**src/rtl/dht11_request_ctrl_if.sv**
```systemverilog
// Command/response and capture-stage signals shared by the DHT11 request controller.
// The controller takes the slave modport. The host or testbench takes the master modport.
interface dht11_request_ctrl_if;
    logic        cmd_valid;
    logic [7:0]  cmd_code;
    logic        cmd_ready;
    logic        dht_start;
    logic [39:0] dht_data;
    logic        dht_error;
    logic        dht_done;
    logic        tx_valid;
    logic [7:0]  tx_byte;
    logic        tx_ready;
    logic        busy;

    modport slave (
        input  cmd_valid, cmd_code, dht_data, dht_error, dht_done, tx_ready,
        output cmd_ready, dht_start, tx_valid, tx_byte, busy
    );

    modport master (
        output cmd_valid, cmd_code, dht_data, dht_error, dht_done, tx_ready,
        input  cmd_ready, dht_start, tx_valid, tx_byte, busy
    );
endinterface

```
**src/rtl/dht11_request_ctrl.sv**
```systemverilog
// DHT11 request front end: one read command in, sensor trigger, done/timeout wait, two-byte reply out.
// States: IDLE await cmd | TRIG hold dht_start | WAIT await done or timeout | SEND0/SEND1 emit resp0/resp1
module dht11_request_ctrl #(
    parameter int TIMEOUT_CYCLES = 1_200_000,
    parameter int START_HOLD     = 4
) (
    input  logic                 clk,
    input  logic                 rst_n,
    dht11_request_ctrl_if.slave  bus
);
    localparam int CW = $clog2(TIMEOUT_CYCLES + 1);
    localparam logic [CW-1:0] HOLD_LAST    = CW'(START_HOLD - 1);
    localparam logic [CW-1:0] TIMEOUT_LAST = CW'(TIMEOUT_CYCLES - 1);
    localparam logic [CW-1:0] COUNT_ONE    = CW'(1);

    localparam logic [2:0] S_IDLE  = 3'd0;
    localparam logic [2:0] S_TRIG  = 3'd1;
    localparam logic [2:0] S_WAIT  = 3'd2;
    localparam logic [2:0] S_SEND0 = 3'd3;
    localparam logic [2:0] S_SEND1 = 3'd4;

    localparam logic [7:0] CMD_STATUS = 8'h00;
    localparam logic [7:0] CMD_HUM    = 8'h01;
    localparam logic [7:0] CMD_TEMP   = 8'h02;

    localparam logic [7:0] RESP_INVALID = 8'hFF;
    localparam logic [7:0] RESP_CSUM    = 8'h1E;
    localparam logic [7:0] RESP_TIMEOUT = 8'h1D;
    localparam logic [7:0] RESP_STATUS  = 8'h1F;
    localparam logic [7:0] RESP_HUM     = 8'h3F;
    localparam logic [7:0] RESP_TEMP    = 8'h4F;

    logic [2:0]    state;
    logic [2:0]    state_nxt;
    logic [CW-1:0] count;
    logic [CW-1:0] count_nxt;
    logic [7:0]    cmd;
    logic [7:0]    cmd_nxt;
    logic [7:0]    resp0;
    logic [7:0]    resp0_nxt;
    logic [7:0]    resp1;
    logic [7:0]    resp1_nxt;

    logic          cmd_accept;
    logic          cmd_known;
    logic          tx_accept;

    assign cmd_accept = (state == S_IDLE) && bus.cmd_valid;
    assign tx_accept  = ((state == S_SEND0) || (state == S_SEND1)) && bus.tx_ready;

    always_comb begin
        cmd_known = 1'b0;
        case (bus.cmd_code)
            CMD_STATUS, CMD_HUM, CMD_TEMP: cmd_known = 1'b1;
            default:                       cmd_known = 1'b0;
        endcase
    end

    always_comb begin
        state_nxt = state;
        count_nxt = count;
        cmd_nxt   = cmd;
        resp0_nxt = resp0;
        resp1_nxt = resp1;

        case (state)
            S_IDLE: begin
                if (cmd_accept) begin
                    cmd_nxt = bus.cmd_code;
                    if (cmd_known) begin
                        count_nxt = '0;
                        state_nxt = S_TRIG;
                    end else begin
                        resp0_nxt = RESP_INVALID;
                        resp1_nxt = RESP_INVALID;
                        state_nxt = S_SEND0;
                    end
                end
            end

            // The timeout counter starts on the first TRIG cycle so the
            // budget covers the trigger pulse and the wait.
            S_TRIG: begin
                count_nxt = count + COUNT_ONE;
                if (count == HOLD_LAST) begin
                    state_nxt = S_WAIT;
                end
            end

            S_WAIT: begin
                count_nxt = count + COUNT_ONE;
                if (bus.dht_done) begin
                    state_nxt = S_SEND0;
                    if (bus.dht_error) begin
                        resp0_nxt = RESP_CSUM;
                        resp1_nxt = cmd;
                    end else begin
                        case (cmd)
                            CMD_STATUS: begin
                                resp0_nxt = RESP_STATUS;
                                resp1_nxt = 8'h00;
                            end
                            CMD_HUM: begin
                                resp0_nxt = RESP_HUM;
                                resp1_nxt = bus.dht_data[39:32];
                            end
                            default: begin
                                resp0_nxt = RESP_TEMP;
                                resp1_nxt = bus.dht_data[23:16];
                            end
                        endcase
                    end
                end else if (count == TIMEOUT_LAST) begin
                    resp0_nxt = RESP_TIMEOUT;
                    resp1_nxt = cmd;
                    state_nxt = S_SEND0;
                end
            end

            S_SEND0: begin
                if (tx_accept) begin
                    state_nxt = S_SEND1;
                end
            end

            S_SEND1: begin
                if (tx_accept) begin
                    state_nxt = S_IDLE;
                end
            end

            default: begin
                state_nxt = S_IDLE;
            end
        endcase
    end

    always_ff @(posedge clk) begin
        if (!rst_n) begin
            state <= S_IDLE;
            count <= '0;
            cmd   <= 8'h00;
            resp0 <= 8'h00;
            resp1 <= 8'h00;
        end else begin
            state <= state_nxt;
            count <= count_nxt;
            cmd   <= cmd_nxt;
            resp0 <= resp0_nxt;
            resp1 <= resp1_nxt;
        end
    end

    assign bus.cmd_ready = (state == S_IDLE);
    assign bus.dht_start = (state == S_TRIG);
    assign bus.tx_valid  = (state == S_SEND0) || (state == S_SEND1);
    assign bus.busy      = (state != S_IDLE);
    assign bus.tx_byte   = (state == S_SEND0) ? resp0 :
                           (state == S_SEND1) ? resp1 : 8'h00;
endmodule

```
**src/flat_wrapper.sv**
```systemverilog
// flat-port wrapper written by rule: the top's interface ports become plain ports
module dht11_request_ctrl_flat 
#(
    parameter int TIMEOUT_CYCLES = 1_200_000,
    parameter int START_HOLD     = 4
)
  (clk, rst_n, bus_cmd_valid, bus_cmd_code, bus_dht_data, bus_dht_error, bus_dht_done, bus_tx_ready, bus_cmd_ready, bus_dht_start, bus_tx_valid, bus_tx_byte, bus_busy);
  dht11_request_ctrl_if bus_i ();
  input  logic clk;
  input  logic rst_n;
  input wire logic [$bits(bus_i.cmd_valid)-1:0] bus_cmd_valid;
  input wire logic [$bits(bus_i.cmd_code)-1:0] bus_cmd_code;
  input wire logic [$bits(bus_i.dht_data)-1:0] bus_dht_data;
  input wire logic [$bits(bus_i.dht_error)-1:0] bus_dht_error;
  input wire logic [$bits(bus_i.dht_done)-1:0] bus_dht_done;
  input wire logic [$bits(bus_i.tx_ready)-1:0] bus_tx_ready;
  output wire logic [$bits(bus_i.cmd_ready)-1:0] bus_cmd_ready;
  output wire logic [$bits(bus_i.dht_start)-1:0] bus_dht_start;
  output wire logic [$bits(bus_i.tx_valid)-1:0] bus_tx_valid;
  output wire logic [$bits(bus_i.tx_byte)-1:0] bus_tx_byte;
  output wire logic [$bits(bus_i.busy)-1:0] bus_busy;
  assign bus_i.cmd_valid = bus_cmd_valid;
  assign bus_i.cmd_code = bus_cmd_code;
  assign bus_i.dht_data = bus_dht_data;
  assign bus_i.dht_error = bus_dht_error;
  assign bus_i.dht_done = bus_dht_done;
  assign bus_i.tx_ready = bus_tx_ready;
  assign bus_cmd_ready = bus_i.cmd_ready;
  assign bus_dht_start = bus_i.dht_start;
  assign bus_tx_valid = bus_i.tx_valid;
  assign bus_tx_byte = bus_i.tx_byte;
  assign bus_busy = bus_i.busy;
  dht11_request_ctrl #(.TIMEOUT_CYCLES(TIMEOUT_CYCLES), .START_HOLD(START_HOLD)) u_core (.clk(clk), .rst_n(rst_n), .bus(bus_i));
endmodule
```
**config.mk**
```make
export PLATFORM = sky130hd
export DESIGN_NAME = dht11_request_ctrl_flat
export DESIGN_NICKNAME = d
export VERILOG_FILES = /design/src/rtl/dht11_request_ctrl_if.sv /design/src/rtl/dht11_request_ctrl.sv /design/src/flat_wrapper.sv
export SDC_FILE = /design/constraint.sdc
export NUM_CORES = 1
export LEC_CHECK = 0
export BUFFER_PORTS_ARGS = -buffer_cell sky130_fd_sc_hd__buf_2
export CORE_MARGIN = 3
export CORE_UTILIZATION = 56
export CTS_CLUSTER_SIZE = 16
export DETAILED_ROUTE_END_ITERATION = 10
export HOLD_SLACK_MARGIN = 0.03
export PLACE_DENSITY = 0.89
export SYNTH_ARGS = -nofsm -noshare
export SYNTH_HDL_FRONTEND = slang
export SYNTH_SLANG_ARGS = --single-unit
```
**constraint.sdc**
```tcl
create_clock -name clk -period 3.4 [get_ports clk]
set_input_delay 0 -clock clk [delete_from_list [all_inputs] [get_ports clk]]
set_output_delay 0 -clock clk [all_outputs]
set_load 0.02 [all_outputs]
```
==> results.json, run 1 <==
{
  "n_antenna_cell": 0,
  "fin_nets": 410,
  "clock-root-buffer": "clkbuf_8",
  "power.density_nw_per_um2": 653.6,
  "syn-num-nets": 368,
  "drc_errors": 0,
  "cts_resized": 0,
  "cp-startpoint": "u_core.count[0]",
  "core-area_um2": 4144,
  "path_cells": "ha_1, nand3_1, or4_4, a2111oi_4, nor2_1, a311oi_1, dlygate4sd3_1",
  "hold_slack_ps": 54.13,
  "first_global_vias": 2240,
  "max_freq_mhz": 313.4,
  "grt_antenna_before_repair": 0,
  "r2r_end": "u_core.resp0[0]",
  "synth_edf_count": 0,
  "setup_violations": 0,
  "rows": 23,
  "vias_per_cell": 6.220,
  "seq_area_frac_synth_pct": 37.62,
  "crit_required_ps": 3650,
  "first_pass_iters": 5,
  "hold_end": "u_core.resp0[5]",
  "synthesis.area_um2": 2501,
  "synthArstFlopShare_pct": 0,
  "clock_latency_ps": 300,
  "grt_max_degree": 21,
  "skew_ps": 7.451,
  "hpwlAfterDp_um": 4384,
  "grt_pass1_wl_um": 10380,
  "rsz0062_at_grt": "no",
  "cts_buffers": 5,
  "max-vdd-ir-drop_uv": 468.4,
  "final-hold-violation-count": 0,
  "cts.sinks": 47,
  "cts_tree": "done",
  "status": "finished, final reports clean",
  "slowest_delay_ps": 750,
  "grt_usage_pct": 24.69,
  "ys_seq_elements": 47,
  "ys_warn_count": 0,
  "timing.rr.start": "u_core.count[0]",
  "drt_iter0_drc": 272,
  "drtAntennaViolNets": 0,
  "startpoint_type": "flop",
  "placed_area_um2": 2704,
  "die_w_um": 72.83,
  "cp-end-kind": "flop",
  "fin_tns_setup_ps": 0,
  "slew_headroom_pct": 25.99,
  "fillCellCount": 324,
  "cts_buffer_depth": 2,
  "cap_violations": 0,
  "postSynthAreaPerCell_um2": 8.017,
  "critPathKind": "flop to flop",
  "dieHeight_um": 72.83,
  "ys_types": 45,
  "worst-endpoint-arrival_ps": 3440,
  "syn_inst": 312,
  "rrSetupSlack_ps": 210,
  "crit_fanout": 15,
  "via_count": 2519,
  "routed_wl_um": 6348,
  "reg2regPathDepth": 7,
  "min_path_cells": 3,
  "drive_above_1_share_pct": 17.18,
  "synth-main-ff-cell": "dfxtp_1",
  "start_util_pct": 60.36,
  "area_growth_pct": 17.96,
  "ioPinCount": 66,
  "period_needed_ps": 3191,
  "htree_levels": 2,
  "port_buffers": 41,
  "die-area_um2": 5304,
  "leakage_uw": 0.001055,
  "clkTransAtPathRegs_ps": 90,
  "fin_crit_sh_pct": 93.84,
  "final_core_util_pct": 71.20,
  "wire_per_inst_um": 15.67,
  "worst_slew_pin_slew_ps": 1103,
  "fin_area_um2": 2950,
  "grt-ovfl-total": 0,
  "hp-class": "primary input to flop",
  "gp_congestion": 0.8613,
  "worstHoldStart": "bus_dht_done",
  "cpMaxStageDelayCell": "a2111oi_4",
  "drv_slew": 0
}
-- cell families (layout without fill, tap and decap cells) --
kind of cell,count (synthesis),after routing,share of synthesized area [%]
flops,47,47,37.62
fa+ha+maj,2,2,1.000
compound gates,81,81,21.96
xor+xnor,13,13,4.552
buf+inv,27,70,4.552
simple gates,142,142,30.32
-- cell usage after synthesis (4+ instances only) --
master	n	area share [%]
dfxtp_1	47	38
nand2_1	39	5.9
nor2_1	24	3.6
a21oi_1	22	4.4
nand3_1	19	3.8
o21ai_0	17	3.4
clkbuf_1	15	2.3
xnor2_1	13	4.6
nand4_1	9	2.3
nor3_1	9	1.8
a21o_1	8	2.4
a22o_1	8	2.8
nor4_1	8	2.0
or3_1	8	2.0
a31oi_1	7	1.8
inv_1	7	1.1
o21ai_1	6	1.2
nor4b_1	5	1.8
and4_1	4	1.4
buf_2	4	0.80
-- metal layers --
metal	part of all wire, %	up-vias	GRT usage, %
met5	0	-	0
met1	43	1166	32.71
met2	49	116	40.88
li1	-	1228	-
met4	1.0	0	6.967
met3	6.9	9	4.821
-- worst max-delay path, delay by kind of cell (launching register included) --
kind / cells / cell delay [ps]
AO/OA/AOI/OAI: 2 / 1050
AND/OR/NAND/NOR: 3 / 760
buffers and inverters: 1 / 600
flip-flops: 1 / 430
adder cells (fa/ha/maj): 1 / 290
-- repair_timing --
action / CTS / global route
endpoints found under the hold margin: 11 / 0
endpoints found under the setup margin: 0 / 1
buffers inserted: 0 / 0
hold buffers: 11 / 0
-- per-stage QoR --
stage          power (uW)  setup slack, ps  std cells
2_1_floorplan        1259             1208        312
3_3_place_gp         1394            861.8        386
3_5_place_dp         1420            822.8        386
4_1_cts              1918            275.3        405
5_1_grt              2037            37.97        405
6_report             1928            209.3        405
-- cells in the final DEF (no fill, tap or decap), types with 9 or more instances in the layout --
| cell type | count |
|---|---|
| nand4_1 | 9 |
| dlygate4sd3_1 | 11 |
| nor2_1 | 24 |
| xnor2_1 | 13 |
| nand3_1 | 19 |
| nand2_1 | 39 |
| nor3_1 | 9 |
| o21ai_0 | 16 |
| a21oi_1 | 22 |
| dfxtp_1 | 47 |
| buf_2 | 41 |
-- power by group --
part           switching, uW  leakage [uW]  internal [uW]
sequential               106      0.000385            661
combinational            432      0.000605            247
clock                    190     0.0000644            293
total                    727       0.00105           1200
-- state kept, by name, summed over array words and instances (netlist names) --
name,count
u_core.resp1,8
u_core.count,21
u_core.state,3
u_core.resp0,7
u_core.cmd,8
-- worst max-delay path by stage --
stage	depth (start not counted)	to
after global routing	7	u_core.resp0[0]
after CTS	7	u_core.resp0[0]
after global placement	6	u_core.resp0[0]
final	7	u_core.resp0[0]
after detailed placement	6	u_core.resp0[0]
after floorplan	7	u_core.state[1]
-- area by class of cell --
cell class,count,area [um^2],area share [%]
Tap cell,50,62.56,2.120
Inverter,7,26.28,0.8906
Sequential cell,47,940.9,31.89
Clock inverter,3,67.56,2.290
Clock buffer,5,68.82,2.332
Multi-Input combinational cell,238,1446,49.02
Timing Repair Buffer,55,337.8,11.45
No activity file was read; power rests on OpenSTA's default activity.
==> inputs of run 2 (changes only) <==
--- a/config.mk
+++ b/config.mk
@@ -6,12 +6,14 @@
 export NUM_CORES = 1
 export LEC_CHECK = 0
 export BUFFER_PORTS_ARGS = -buffer_cell sky130_fd_sc_hd__buf_2
+export CELL_PAD_IN_SITES_DETAIL_PLACEMENT = 1
+export CELL_PAD_IN_SITES_GLOBAL_PLACEMENT = 1
 export CORE_MARGIN = 3
-export CORE_UTILIZATION = 56
+export CORE_UTILIZATION = 41
 export CTS_CLUSTER_SIZE = 16
 export DETAILED_ROUTE_END_ITERATION = 10
 export HOLD_SLACK_MARGIN = 0.03
-export PLACE_DENSITY = 0.89
+export PLACE_DENSITY = 0.9
 export SYNTH_ARGS = -nofsm -noshare
 export SYNTH_HDL_FRONTEND = slang
 export SYNTH_SLANG_ARGS = --single-unit
==> run 2 against run 1 <==
  * Global-route usage decreased by 2.8 points
  * Setup slack improved by 15 ps
  * Sequential power increased by 1%
  * Combinational power increased by 3.2%
  * Via count increased by 0.64%
  * Critical path depth unchanged
  * Flip-flop and latch count unchanged
  * Core utilization decreased by 20 points
  * Sequential share of layout area increased by 0.26 points
  * Clock skew increased by 6.4 ps
  * First-iteration DRC count decreased by 43%
  * Non-clock buffer count unchanged
  * Critical path type unchanged
==> results.json, run 2 (same netlist as run 1, synthesis figures left out) <==
{
  "status": "finished, final reports clean",
  "core-area_um2": 5709,
  "drive_above_1_share_pct": 16.90,
  "power.density_nw_per_um2": 620.1,
  "max_freq_mhz": 314.9,
  "rows": 27,
  "use_met1_pct": 26.41,
  "drv_slew": 0,
  "hp-class": "primary input to flop",
  "grt_pass1_wl_um": 12830,
  "timing.rr.start": "u_core.count[0]",
  "grt_max_degree": 21,
  "largest-register": "u_core.count",
  "skew_ps": 13.89,
  "period_needed_ps": 3175,
  "vias_per_cell": 5.937,
  "cts_buffer_depth": 2,
  "clock_latency_ps": 310,
  "fin_tns_setup_ps": 0,
  "clkTransAtPathRegs_ps": 90,
  "seq_area_um2": 940.9,
  "final-hold-violation-count": 0,
  "crit_fanout": 15,
  "die-area_um2": 7074,
  "min_path_cells": 3,
  "routed_wl_um": 7468,
  "fin_nets": 410,
  "cp-end-kind": "flop",
  "wire_per_inst_um": 17.49,
  "worst-endpoint-arrival_ps": 3420,
  "rsz0062_at_grt": "no",
  "reg2regPathDepth": 7,
  "ioPinCount": 66,
  "grt_antenna_before_repair": 0,
  "max-vdd-ir-drop_uv": 372.6,
  "start_util_pct": 43.81,
  "grtUsageMet3_pct": 4.837,
  "critPathKind": "flop to flop",
  "endpoint": "u_core.resp0[0]",
  "layout_common_cells": "dfxtp_1, buf_2, nand2_1, nor2_1, a21oi_1",
  "largest_reg_flops": 21,
  "hold_slack_ps": 39.98,
  "grt_usage_pct": 21.86,
  "fin_crit_sh_pct": 93.39,
  "startpoint_type": "flop",
  "cp-startpoint": "u_core.count[0]",
  "leakage_uw": 0.001032,
  "cts_buffers": 5,
  "multi_input_area_um2": 1446,
  "fillCellCount": 724,
  "crit_required_ps": 3650,
  "r2r_end": "u_core.resp0[0]",
  "setup_violations": 0,
  "cap_violations": 0,
  "grt_use_met2_pct": 38.88,
  "first_global_vias": 2703,
  "port_buffers": 41,
  "grt-ovfl-total": 0,
  "placed_area_um2": 2731,
  "reg_top3": "u_core.count (21), u_core.cmd (8), u_core.resp1 (8)",
  "drt_iter0_drc": 156,
  "htree_levels": 2,
  "drtAntennaViolNets": 0,
  "drc_errors": 0,
  "clock-root-buffer": "clkbuf_8",
  "first_pass_iters": 4,
  "gp_congestion": 0.7968,
  "top_usage_layer": "met2",
  "rrSetupSlack_ps": 220,
  "worst_slew_pin_slew_ps": 800.6,
  "via_count": 2535,
  "fin_area_um2": 2927,
  "n_antenna_cell": 0,
  "dieHeight_um": 84.11,
  "cts.sinks": 47,
  "final_common_cell": "dfxtp_1",
  "slew_headroom_pct": 46.63,
  "hpwlAfterDp_um": 5413,
  "area_growth_pct": 17.01,
  "die_w_um": 84.11,
  "cts_tree": "done"
}
[run 2: repair_timing]
item | in CTS | in global routing
setup endpoints to repair | 0 | 1
hold buffers | 11 | 0
setup buffers | 0 | 0
hold endpoints to repair | 11 | 0
gates resized for setup | 0 | 0
[run 2: per-layer routing]
layer,vias up,routed length (um)
met5,-,0
met4,0,87
met3,9,339
met2,65,3821
met1,1237,3220
li1,1224,-
[run 2: critical path, stage by stage (launching register included)]
cell           delay (ps)
dfxtp_1               440
ha_1                  300
nand3_1               130
or4_4                 550
a2111oi_4             740
nor2_1                 90
a311oi_1              280
dlygate4sd3_1         590
[run 2: stage by stage]
step	utilization [%]	power, uW	setup WS (ps)	cells
global route	51.26	1943	13.60	427
detailed placement	47.84	1459	716.9	408
floorplan	-	1259	1208	312
CTS	51.26	1810	203.9	427
finish	51.26	1815	224.8	427
global placement	47.84	1423	815.0	408
[run 2: area by class of cell]
cell class                 count  area share [%]
multi-input combinational    238           49.42
timing repair buffer          55           11.54
clock buffer                   6           2.480
inverter                       7          0.8978
tap                           72           3.078
sequential                    47           32.15
clock inverter                 2          0.4275
[run 2: how the worst min path moves through the flow]
| stage | startpoint | endpoint | slack (ps) |
|---|---|---|---|
| 5_1_grt | bus_dht_done | u_core.resp0[5] | 50 |
| 3_5_place_dp | bus_dht_error | u_core.resp0[0] | 260 |
| 2_1_floorplan | bus_dht_done | u_core.resp0[0] | 110 |
| 3_3_place_gp | bus_dht_error | u_core.resp0[0] | 230 |
| 6_report | bus_dht_done | u_core.resp0[5] | 40 |
| 4_1_cts | bus_dht_done | u_core.resp0[5] | 30 |
[run 2: power breakdown]
part           total [uW]  internal [uW]  switching, uW  leakage (uW)
logic                 701            246            455      0.000605
registers             777            661            115      0.000385
clock network         337            144            193     0.0000412
total                1810           1050            764       0.00103
